### src/rtl/dbus_shadow_pkg.sv
// Shared types and helpers for the dBus shadow responder.
// Entries are sized for the widest bus; narrower instances use the low lanes.
package dbus_shadow_pkg;

  localparam int SH_XLEN  = 64;
  localparam int SH_BYTES = SH_XLEN / 8;

  typedef struct packed {
    logic                hit;
    logic [SH_XLEN-1:0]  snap;
    logic [SH_BYTES-1:0] known;
  } shadow_entry_t;

  // Unsaturated byte-lane mask; the caller truncates to its bus width.
  function automatic logic [15:0] lane_mask(input logic [1:0] size, input logic [2:0] addr_lsbs);
    logic [15:0] m;
    m = (16'd1 << (4'd1 << size)) - 16'd1;
    return m << addr_lsbs;
  endfunction

  function automatic logic [63:0] word_idx(input logic [63:0] addr, input int unsigned lsb_w);
    return addr >> lsb_w;
  endfunction

endpackage

### src/rtl/dbus_shadow_fifo.sv
// In-order queue of read snapshots awaiting a response.
// Caller guarantees no push when full and no pop when empty.
module dbus_shadow_fifo
  import dbus_shadow_pkg::*;
#(
  parameter int DEPTH = 4,
  parameter int CW    = $clog2(DEPTH + 1)
) (
  input  logic          clk,
  input  logic          reset,
  input  logic          push,
  input  logic          pop,
  input  shadow_entry_t din,
  output shadow_entry_t head,
  output logic [CW-1:0] count
);

  localparam int PW = (DEPTH > 1) ? $clog2(DEPTH) : 1;

  shadow_entry_t mem [DEPTH];
  logic [PW-1:0] wr_ptr, rd_ptr;

  function automatic logic [PW-1:0] nxt(input logic [PW-1:0] p);
    return (p == PW'(DEPTH - 1)) ? '0 : p + PW'(1);
  endfunction

  always_ff @(posedge clk) begin
    if (push) mem[wr_ptr] <= din;
  end

  always_ff @(posedge clk) begin
    if (reset) begin
      wr_ptr <= '0;
      rd_ptr <= '0;
      count  <= '0;
    end else begin
      if (push) wr_ptr <= nxt(wr_ptr);
      if (pop)  rd_ptr <= nxt(rd_ptr);
      case ({push, pop})
        2'b10:   count <= count + CW'(1);
        2'b01:   count <= count - CW'(1);
        default: count <= count;
      endcase
    end
  end

  assign head = mem[rd_ptr];

endmodule

### src/rtl/dbus_shadow_mem.sv
// dBus responder that pins read data of tracked words to a byte-accurate
// shadow captured at read acceptance; timing and untracked data stay free.
module dbus_shadow_mem
  import dbus_shadow_pkg::*;
#(
  parameter int XLEN   = 32,
  parameter int NTRACK = 2,
  parameter int DEPTH  = 4
) (
  input  logic                         clk,
  input  logic                         reset,
  input  logic                         cmd_valid,
  output logic                         cmd_ready,
  input  logic                         cmd_wr,
  input  logic [XLEN-1:0]              cmd_address,
  input  logic [XLEN-1:0]              cmd_data,
  input  logic [1:0]                   cmd_size,
  input  logic                         cmd_ready_rand,
  input  logic                         rsp_go,
  input  logic [XLEN-1:0]              rsp_data_rand,
  output logic                         rsp_ready,
  output logic [XLEN-1:0]              rsp_data,
  input  logic [NTRACK*XLEN-1:0]       track_addr,
  output logic [$clog2(DEPTH+1)-1:0]   pending,
  output logic                         misalign_err
);

  localparam int NB    = XLEN / 8;
  localparam int LSB_W = $clog2(NB);
  localparam int CW    = $clog2(DEPTH + 1);

  logic [NTRACK-1:0][XLEN-1:0] shadow;
  logic [NTRACK-1:0][NB-1:0]   known;
  logic [NTRACK-1:0]           match;
  logic [NB-1:0]               lmask;
  logic                        wide, misal, full, wr_acc, rd_acc;
  shadow_entry_t               push_entry, head;

  always_comb begin
    for (int i = 0; i < NTRACK; i++)
      match[i] = word_idx(64'(cmd_address), LSB_W) ==
                 word_idx(64'(track_addr[i*XLEN +: XLEN]), LSB_W);
  end

  // Access sizes at or beyond the bus width cover every lane.
  assign wide  = (5'd1 << cmd_size) >= 5'(NB);
  assign lmask = wide ? '1 : NB'(lane_mask(cmd_size, 3'(cmd_address[LSB_W-1:0])));
  assign misal = |(cmd_address[2:0] & ((3'd1 << cmd_size) - 3'd1));

  assign full      = pending == CW'(DEPTH);
  assign cmd_ready = cmd_ready_rand && (cmd_wr || !full);
  assign wr_acc    = cmd_valid && cmd_ready && cmd_wr;
  assign rd_acc    = cmd_valid && cmd_ready && !cmd_wr;
  assign rsp_ready = rsp_go && (pending != '0);

  always_ff @(posedge clk) begin
    if (reset) begin
      known <= '0;
    end else if (wr_acc) begin
      for (int i = 0; i < NTRACK; i++)
        for (int b = 0; b < NB; b++)
          if (match[i] && lmask[b]) begin
            shadow[i][b*8 +: 8] <= cmd_data[b*8 +: 8];
            known[i][b]         <= 1'b1;
          end
    end
  end

  always_ff @(posedge clk) begin
    if (reset)                           misalign_err <= 1'b0;
    else if (cmd_valid && cmd_ready && misal) misalign_err <= 1'b1;
  end

  // Descending scan so the lowest matching slot supplies the snapshot.
  always_comb begin
    push_entry = '0;
    for (int i = NTRACK - 1; i >= 0; i--)
      if (match[i]) begin
        push_entry.hit   = 1'b1;
        push_entry.snap  = SH_XLEN'(shadow[i]);
        push_entry.known = SH_BYTES'(known[i]);
      end
  end

  dbus_shadow_fifo #(.DEPTH(DEPTH), .CW(CW)) u_fifo (
    .clk   (clk),
    .reset (reset),
    .push  (rd_acc),
    .pop   (rsp_ready),
    .din   (push_entry),
    .head  (head),
    .count (pending)
  );

  always_comb begin
    rsp_data = rsp_data_rand;
    if (rsp_ready && head.hit)
      for (int b = 0; b < NB; b++)
        if (head.known[b]) rsp_data[b*8 +: 8] = head.snap[b*8 +: 8];
  end

  if (XLEN < SH_XLEN) begin : g_pad
    logic unused_pad;
    assign unused_pad = ^{head.snap[SH_XLEN-1:XLEN], head.known[SH_BYTES-1:NB]};
  end

endmodule

### config.mk
export PLATFORM = sky130hd
export DESIGN_NAME = dbus_shadow_mem
export DESIGN_NICKNAME = d
export VERILOG_FILES = /design/src/rtl/dbus_shadow_pkg.sv /design/src/rtl/dbus_shadow_fifo.sv /design/src/rtl/dbus_shadow_mem.sv
export SDC_FILE = /design/constraint.sdc
export NUM_CORES = 1
export LEC_CHECK = 0
export CAP_MARGIN = 15
export CELL_PAD_IN_SITES_DETAIL_PLACEMENT = 1
export CELL_PAD_IN_SITES_GLOBAL_PLACEMENT = 1
export CORE_ASPECT_RATIO = 1.1
export CORE_MARGIN = 5
export CORE_UTILIZATION = 52
export DETAILED_ROUTE_END_ITERATION = 6
export PLACE_DENSITY = 0.93
export SLEW_MARGIN = 20
export SYNTH_ARGS = -nofsm -noshare
export SYNTH_HDL_FRONTEND = slang
export SYNTH_HIERARCHICAL = 1
export SYNTH_SLANG_ARGS = --single-unit
export TNS_END_PERCENT = 100
### constraint.sdc
create_clock -name clk -period 4.8 [get_ports clk]
set_input_delay 0.96 -clock clk [delete_from_list [all_inputs] [get_ports clk]]
set_output_delay 0.96 -clock clk [all_outputs]
set_load 0.02 [all_outputs]
After elaboration in Yosys (flattened, before gate mapping)
Memory sizes are Yosys's and may differ from the RTL's. A register that Yosys moved wholly into a read port is not among the register bits.
Index checks and enable logic that the tools add are counted.
Word-level totals
  bits in registers: 80
  bits in writable memories: 292
  bits of input ports: 168
  output and inout bits: 38
  word-level logic and storage cells: 94
  memories kept: 1
Cells by class
  add/sub/neg operators: 6
  $lt $le $gt $ge: 1
  equal/unequal tests: 7
  shift operators: 5
  multiplexer cells: 15
  bitwise gates (word level): 2
  reduce and logical (&&, ||, !) cells: 37
Memory list
  u_fifo.mem: words 4, bits a word 73, rd ports 1, clocked after Yosys merged registers in 1, wr ports 1, line dbus_shadow_fifo.sv:20  | shadow_entry_t mem [DEPTH];
Operators with widths (number)
  $mux W73: 2
  $eq A30 B30 Y1: 2
  $mux W32: 1
  $mux W8: 4
  $reduce_and A3 Y1: 8
  $reduce_and A2 Y1: 8
  $shl A1 B4 Y16 const A: 1
  $shl A16 B2 Y4: 1
  $sub A16 B1 Y16 const B: 1
  $logic_and A1 B1 Y1: 15
  $mux W2: 4
  $eq A2 B2 Y1 const B: 3
  $pmux W3 S2: 1
  $sub A3 B1 Y3 const B: 2
  $ge A5 B3 Y1 const B: 1
  $shl A1 B2 Y5 const A: 1
  $add A2 B1 Y2 const B: 2
  $mux W4: 1
  $shl A1 B2 Y4 const A: 1
  $add A3 B1 Y3 const B: 1
  $and A3 B3 Y3: 1
  $eq A3 B3 Y1 const B: 1
  $reduce_bool A3 Y1: 1
  $reduce_or A3 Y1: 1
  7 further kinds: 9

Logic depth before layout (Yosys ltp)
Gate-level depths: netlist of run 1.
  depth after elaboration: 8
  depth in mapped cells: 10

Modules after synthesis
The synthesis of run 1 kept the hierarchy.
By module, submodules not included
  dbus_shadow_fifo: instances 1, cells each 423, area an instance 11034.3 um^2
  dbus_shadow_mem: instances 1, cells each 367, area an instance 4241.6 um^2

Worst setup path after synthesis of run 1
Ideal clock, no wire load.
  path kind: in2reg
  start point: input port cmd_wr
  end point: memory u_fifo/mem[0][0] (netlist name) (enable)
  data arrival time: 3.351 ns
  data required time: 4.361 ns
  slack: 1.010 ns
  stages on the path: 4
  path buffers: 0
  cells stage by stage: o41a_1 nand2_1 nor2_1 and2_1
Between the ends
  word-level cells in the longest chain between the ends: 6
  elaborated cells on any way between the ends: 7
RTL lines
  start: declaration: line dbus_shadow_mem.sv:14  | input logic cmd_wr,
  $logic_or A1 B1 Y1: line dbus_shadow_mem.sv:51  | assign cmd_ready = cmd_ready_rand && (cmd_wr || !full);
  $logic_and A1 B1 Y1: line dbus_shadow_mem.sv:51
  $logic_and A1 B1 Y1: line dbus_shadow_mem.sv:53  | assign rd_acc = cmd_valid && cmd_ready && !cmd_wr;
  $logic_and A1 B1 Y1 (*): line dbus_shadow_mem.sv:53
  net rd_acc: line dbus_shadow_mem.sv:36  | logic wide, misal, full, wr_acc, rd_acc;
  $mux W1 (*): line dbus_shadow_fifo.sv:28  | if (push) mem[wr_ptr] <= din;
  $mux W1 (implied by the code) (*): line dbus_shadow_fifo.sv:28
  end: declaration: line dbus_shadow_fifo.sv:20
The timed path passes the listed nets; every way through them passes the cells marked *.

Worst setup path after layout of run 1
  start point: input port rsp_go
  end point: output port rsp_data[9]
Between the ends
  word-level cells in the longest chain between the ends: 3
RTL lines
  start: declaration: line dbus_shadow_mem.sv:19  | input logic rsp_go,
  $logic_and A1 B1 Y1: line dbus_shadow_mem.sv:54  | assign rsp_ready = rsp_go && (pending != '0);
  $logic_and A1 B1 Y1: line dbus_shadow_mem.sv:97  | if (rsp_ready && head.hit)
  $mux W32: line dbus_shadow_mem.sv:97
  end: declaration: line dbus_shadow_mem.sv:22  | output logic [XLEN-1:0] rsp_data,
Every way passes these cells.

==> results of run 1 <==
-- routing by layer --
layer	GRT usage [%]	vias up	wire (um)
li1	-	2776	-
met5	0	-	0
met2	46.4	253	15200
met1	26.9	3118	9490
met3	4.46	38	1750
met4	6.56	0	582
-- where the power goes --
group / leakage (nW) / internal (mW) / switching (mW) / total (mW)
clock network: 0.316 / 0.873 / 0.687 / 1.56
logic: 1.82 / 0.447 / 0.348 / 0.795
registers: 2.01 / 2.20 / 0.0300 / 2.23
total: 4.15 / 3.52 / 1.06 / 4.58
-- layout by cell type, fill, tap and decap left out, types with 5 or more instances in the layout --
cell type	n
buf_4	11
clkbuf_1	5
clkbuf_16	23
clkdlybuf4s50_1	201
clkinv_1	7
dfxtp_1	16
edfxtp_1	212
ha_1	6
inv_1	14
mux2_2	64
mux2i_1	8
mux4_2	37
nand2_1	46
nand4_1	8
nor2_1	19
nor4_1	41
o21ai_0	7
xnor2_1	25
xor2_1	37
-- registers in the layout, summed over array words and instances (netlist names), named ones only --
signal         flops
misalign_err       1
known              8
u_fifo/mem       148
u_fifo/wr_ptr      2
u_fifo/count       3
shadow            64
u_fifo/rd_ptr      2
-- worst register-to-register path: stages, from the launching register on --
cell,delay [ns]
dfxtp_1,0.47
o41a_1,0.21
nand2_1,0.07
nor2_1,0.33
inv_1,0.14
ha_1,0.26
fa_1,0.39
xnor2_1,0.14
or3_1,0.30
a21oi_1,0.17
-- worst max-delay path by stage --
stage,slack [ns],startpoint,end,cells after the start
after floorplan,1.69,rsp_go,rsp_data[0],5
after global placement,0.56,rsp_go,rsp_data[10],6
after detailed placement,0.45,rsp_go,rsp_data[9],6
after CTS,0.45,rsp_go,rsp_data[9],6
after global routing,0.36,rsp_go,rsp_data[9],6
final,0.45,rsp_go,rsp_data[9],6
-- stage by stage --
step	cell area, um2	std cells	util [%]
CTS	12900	1073	67.7
global placement	12300	1033	64.3
detailed placement	12300	1033	64.3
finish	12900	1073	67.7
floorplan	10100	607	-
global route	12900	1073	67.7
-- layout make-up --
| type | count | area, um2 | share of cell area, % |
|---|---|---|---|
| inverters | 14 | 52.6 | 0.406 |
| clock buffers | 28 | 594 | 4.59 |
| clock inverters | 12 | 53.8 | 0.416 |
| flip-flops and latches | 230 | 6730 | 52.0 |
| multi-input cells | 330 | 3100 | 24.0 |
| well taps | 247 | 309 | 2.39 |
| repair buffers | 212 | 2090 | 16.2 |
==> impl_metrics.tcl, run 1 <==
set metrics [dict create \
    n_antenna_cell 0 \
    synthCells 607 \
    start_kind "input port" \
    cpPeakStageDelay_ns 0.63 \
    ios 206 \
    die_x_um 143 \
    clk_pin_slew_ns 0.06 \
    cts_buffers 22 \
    grt_pass1_wl_um 40800 \
    rsz0062_at_grt "false" \
    drv_slew 0 \
    fin_crit_sh_pct 90.5 \
    tns_ns 0 \
    postCtsHoldBufs 0 \
    worst_pin_slew_ns 1.15 \
    fillers 1697 \
    ir_worst_vdd_mv 0.231 \
    finalSetupViolations 0 \
    setup_ws_ns 0.455 \
    viasPerCell 5.76 \
    p_per_area_nw_per_um2 354 \
    core.rowCount 53 \
    die_h_um 156 \
    post-cts-setup-buffer-count 0 \
    fin_nets 985 \
    rr_worst_depth 9 \
    post_cts_resized 0 \
    antenna_found_initial 0 \
    hold_ws_ns 0.490 \
    cts_max_path_buffers 3 \
    grt-ovfl-total 0 \
    grt_usage_pct 24.1 \
    crit_family "buffers and inverters" \
    required_ns 3.84 \
    slowest_stage "clkdlybuf4s50_1" \
    cts_tree "done" \
    wl_per_cell_um 25.2 \
    wl_um 27000 \
    hold_class "flip-flop to flip-flop" \
    maxCapViolCount 0 \
    gp_congestion 0.826 \
    core_um2 19100 \
    cts_sinks 230 \
    r2r-end "u_fifo/count[2]" \
    cp_data_arrival_time_ns 3.39 \
    first_global_vias 7201 \
    yosys_warnings 6 \
    layout-drive-gt1-share_pct 18.3 \
    power_mw 4.58 \
    pre_cts_ws_ns 0.450 \
    drc_errors 0 \
    drt_first_pass_iters 6 \
    area_growth_pct 28.0 \
    dieArea_um2 22300 \
    clk_latency_ns 0.49 \
    dpl.hpwl_um 18600 \
    max-slew-margin-rel_pct 23.1 \
    via_count 6185 \
    portBuffers 201 \
    htree_levels 1 \
    min_path_cells 2 \
    final_antenna_net_count 0 \
    r2r_setup_slack_ns 2.25 \
    first_iter_violations 400 \
    synthesis.nets 782 \
    clock_skew_ns 0.0105 \
    syn-cell-area_um2 10100 \
    reg2reg_from "u_fifo/count[0]" \
    period_needed_ns 4.35 \
    path_cells "clkdlybuf4s50_1 -> o31a_1 -> and2_1 -> nand2_1 -> mux2_2 -> clkdlybuf4s50_1" \
    cellLeakagePower_nw 4.15 \
    worstSetupPathType "input port to output port" \
    cts_root_buf "clkbuf_16" \
    start_util_pct 52.9 \
    end_kind "output port" \
    status "completed" \
    cp_common_cell "clkdlybuf4s50_1" \
    crit_buf_inv 2 \
    hold_violations 0 \
    worstHoldStart "misalign_err" \
    fmax_mhz 230 \
    avgSynthCellArea_um2 16.7 \
    holdPathEnd "misalign_err" \
    crit_fanout 8 \
    grt_max_degree 46 \
]
Power figures use the tool's default switching activity.
==> run 2, diff against run 1 <==
--- a/config.mk
+++ b/config.mk
@@ -12,7 +12,9 @@
 export CORE_MARGIN = 5
 export CORE_UTILIZATION = 52
 export DETAILED_ROUTE_END_ITERATION = 6
-export PLACE_DENSITY = 0.93
+export MAX_ROUTING_LAYER = met4
+export PLACE_DENSITY = 0.95
+export SETUP_SLACK_MARGIN = 0.02
 export SLEW_MARGIN = 20
 export SYNTH_ARGS = -nofsm -noshare
 export SYNTH_HDL_FRONTEND = slang
==> run 2 against run 1 <==
Net effect: first-iteration DRC count is 1.5% lower; sequential power barely moved; worst hold slack got worse by 0.0086 ns; sequential cell count unchanged; register-to-register slack worse by 0.06 ns; clock skew grew 0.0020 ns; wire length grew 4.1%; fmax rose by 1.9%; utilization is 0.55 points higher; critical path depth unchanged; count of clock-buffer cells in the layout is 1 lower; die area unchanged; highest routed layer unchanged.
==> impl_metrics.tcl, run 2 (synthesis gave the netlist of run 1 again) <==
set metrics [dict create \
    ir_worst_vdd_mv 0.222 \
    final_common_cell "edfxtp_1" \
    post-route-util_pct 68.3 \
    final_antenna_net_count 0 \
    dieArea_um2 22300 \
    drv_slew 0 \
    grt_use_met1_pct 28.2 \
    seqPwrFrac_pct 45.8 \
    clk_latency_ns 0.50 \
    clock_skew_ns 0.0125 \
    switching_power_mw 1.12 \
    core.rowCount 53 \
    maxCapViolCount 0 \
    intPower_mw 3.74 \
    drc_errors 0 \
    cts_tree "done" \
    fin_crit_sh_pct 88.8 \
    first_iter_violations 394 \
    dpl.hpwl_um 19300 \
    clk_pin_slew_ns 0.06 \
    met2_usage_pct 48.0 \
    cpPeakStageDelay_ns 0.65 \
    rsz0062_at_grt "false" \
    switching_share_pct 23.0 \
    n_antenna_cell 0 \
    crit_fanout 8 \
    grt-ovfl-total 0 \
    postCtsHoldBufs 0 \
    start_kind "input port" \
    wl_per_cell_um 26.2 \
    viasPerCell 5.88 \
    via_count 6311 \
    grt_pass1_wl_um 42200 \
    hold_class "flip-flop to flip-flop" \
    core_um2 19100 \
    period_needed_ns 4.26 \
    post-cts-setup-buffer-count 0 \
    largestRegisters "u_fifo/mem x148, shadow x64, known x8" \
    antenna_found_initial 0 \
    fin_nets 985 \
    cellLeakagePower_nw 4.20 \
    use_met3_pct 4.25 \
    path_cells "clkdlybuf4s50_1 -> o31a_1 -> and2_1 -> nand2_1 -> mux2_2 -> clkdlybuf4s50_1" \
    cp_common_cell "clkdlybuf4s50_1" \
    cts_sinks 230 \
    wl_um 28100 \
    start_util_pct 52.9 \
    regMostFlops "u_fifo/mem" \
    worst_pin_slew_ns 1.16 \
    htree_levels 1 \
    tns_ns 0 \
    p_clk_share_pct 37.4 \
    hold_violations 0 \
    p_comb_share_pct 16.8 \
    status "completed" \
    end_kind "output port" \
    p_per_area_nw_per_um2 372 \
    max-slew-margin-rel_pct 22.9 \
    ios 206 \
    slowest_stage "clkdlybuf4s50_1" \
    area_growth_pct 29.0 \
    post_cts_resized 0 \
    layout-drive-gt1-share_pct 18.6 \
    first_global_vias 7291 \
    fmax_mhz 235 \
    drt_first_pass_iters 5 \
    cts_max_path_buffers 3 \
    finalSetupViolations 0 \
    cts_buffers 22 \
    grt-busiest-layer "met2" \
    grt_usage_pct 26.0 \
    cts_root_buf "clkbuf_16" \
    die_h_um 156 \
    cp_data_arrival_time_ns 3.30 \
    hold_ws_ns 0.481 \
    die_x_um 143 \
    largest_register_ffs 148 \
    worstSetupPathType "input port to output port" \
    grt_max_degree 46 \
    mostFrequentLayoutCells "edfxtp_1 (212), clkdlybuf4s50_1 (201), mux2_2 (64), nand2_1 (46), nor4_1 (41)" \
    portBuffers 201 \
    required_ns 3.84 \
    gp_congestion 0.871 \
]
## run 2: final timing paths
path | startpoint | endpoint | slack [ns] | depth (start not counted)
max reg2reg | u_fifo/count[0] | u_fifo/count[2] | 2.19 | 9
max | rsp_go | rsp_data[10] | 0.54 | 6
min reg2reg | misalign_err | misalign_err | 0.48 | 2
min | misalign_err | misalign_err | 0.48 | 2
## run 2: layer usage
layer	vias to the layer above	wire length [um]	part of all wire, %
met5	-	0	0
met4	0	966	3.4
met3	59	1850	6.6
met2	322	15400	55
met1	3172	9890	35
li1	2758	-	-
## run 2: power groups by stage
stage	sequential [mW]	combinational (mW)	clock [mW]
CTS	2.22	0.824	1.83
global route	2.22	0.863	1.95
detailed placement	2.27	0.813	0
global placement	2.26	0.781	0
floorplan	2.26	0.530	0
finish	2.22	0.814	1.81
## run 2: through the flow
step,setup WS [ns],power (mW),cell area [um2],instances
finish,0.537,4.85,13000,1073
global route,0.476,5.03,13000,1073
CTS,0.538,4.88,13000,1073
detailed placement,0.548,3.08,12300,1033
global placement,0.625,3.04,12300,1033
floorplan,1.69,2.79,10100,607
## run 2: area by class of cell
| class | count | area, um2 |
|---|---|---|
| sequential | 230 | 6730 |
| timing repair buffer | 212 | 2090 |
| clock buffer | 27 | 591 |
| fill | 1665 | 6060 |
| multi-input combinational | 330 | 3100 |
| clock inverter | 13 | 163 |
| inverter | 14 | 52.6 |
| tap | 247 | 309 |
## run 2: worst max-delay path: cells and delay by family
family | cells | cell delay (ns)
AOI/OAI and AO/OA | 1 | 0.21
muxes | 1 | 0.34
and+or+nand+nor | 2 | 0.69
buffers and inverters | 2 | 1.10
==> run 3, diff against run 2 <==
--- a/config.mk
+++ b/config.mk
@@ -5,7 +5,6 @@
 export SDC_FILE = /design/constraint.sdc
 export NUM_CORES = 1
 export LEC_CHECK = 0
-export CAP_MARGIN = 15
 export CELL_PAD_IN_SITES_DETAIL_PLACEMENT = 1
 export CELL_PAD_IN_SITES_GLOBAL_PLACEMENT = 1
 export CORE_ASPECT_RATIO = 1.1
@@ -15,6 +14,7 @@
 export MAX_ROUTING_LAYER = met4
 export PLACE_DENSITY = 0.95
 export SETUP_SLACK_MARGIN = 0.02
+export SKIP_LAST_GASP = 1
 export SLEW_MARGIN = 20
 export SYNTH_ARGS = -nofsm -noshare
 export SYNTH_HDL_FRONTEND = slang
==> results of run 3 <==
Same layout as run 2: the final DEF is identical, and so are final timing and power.
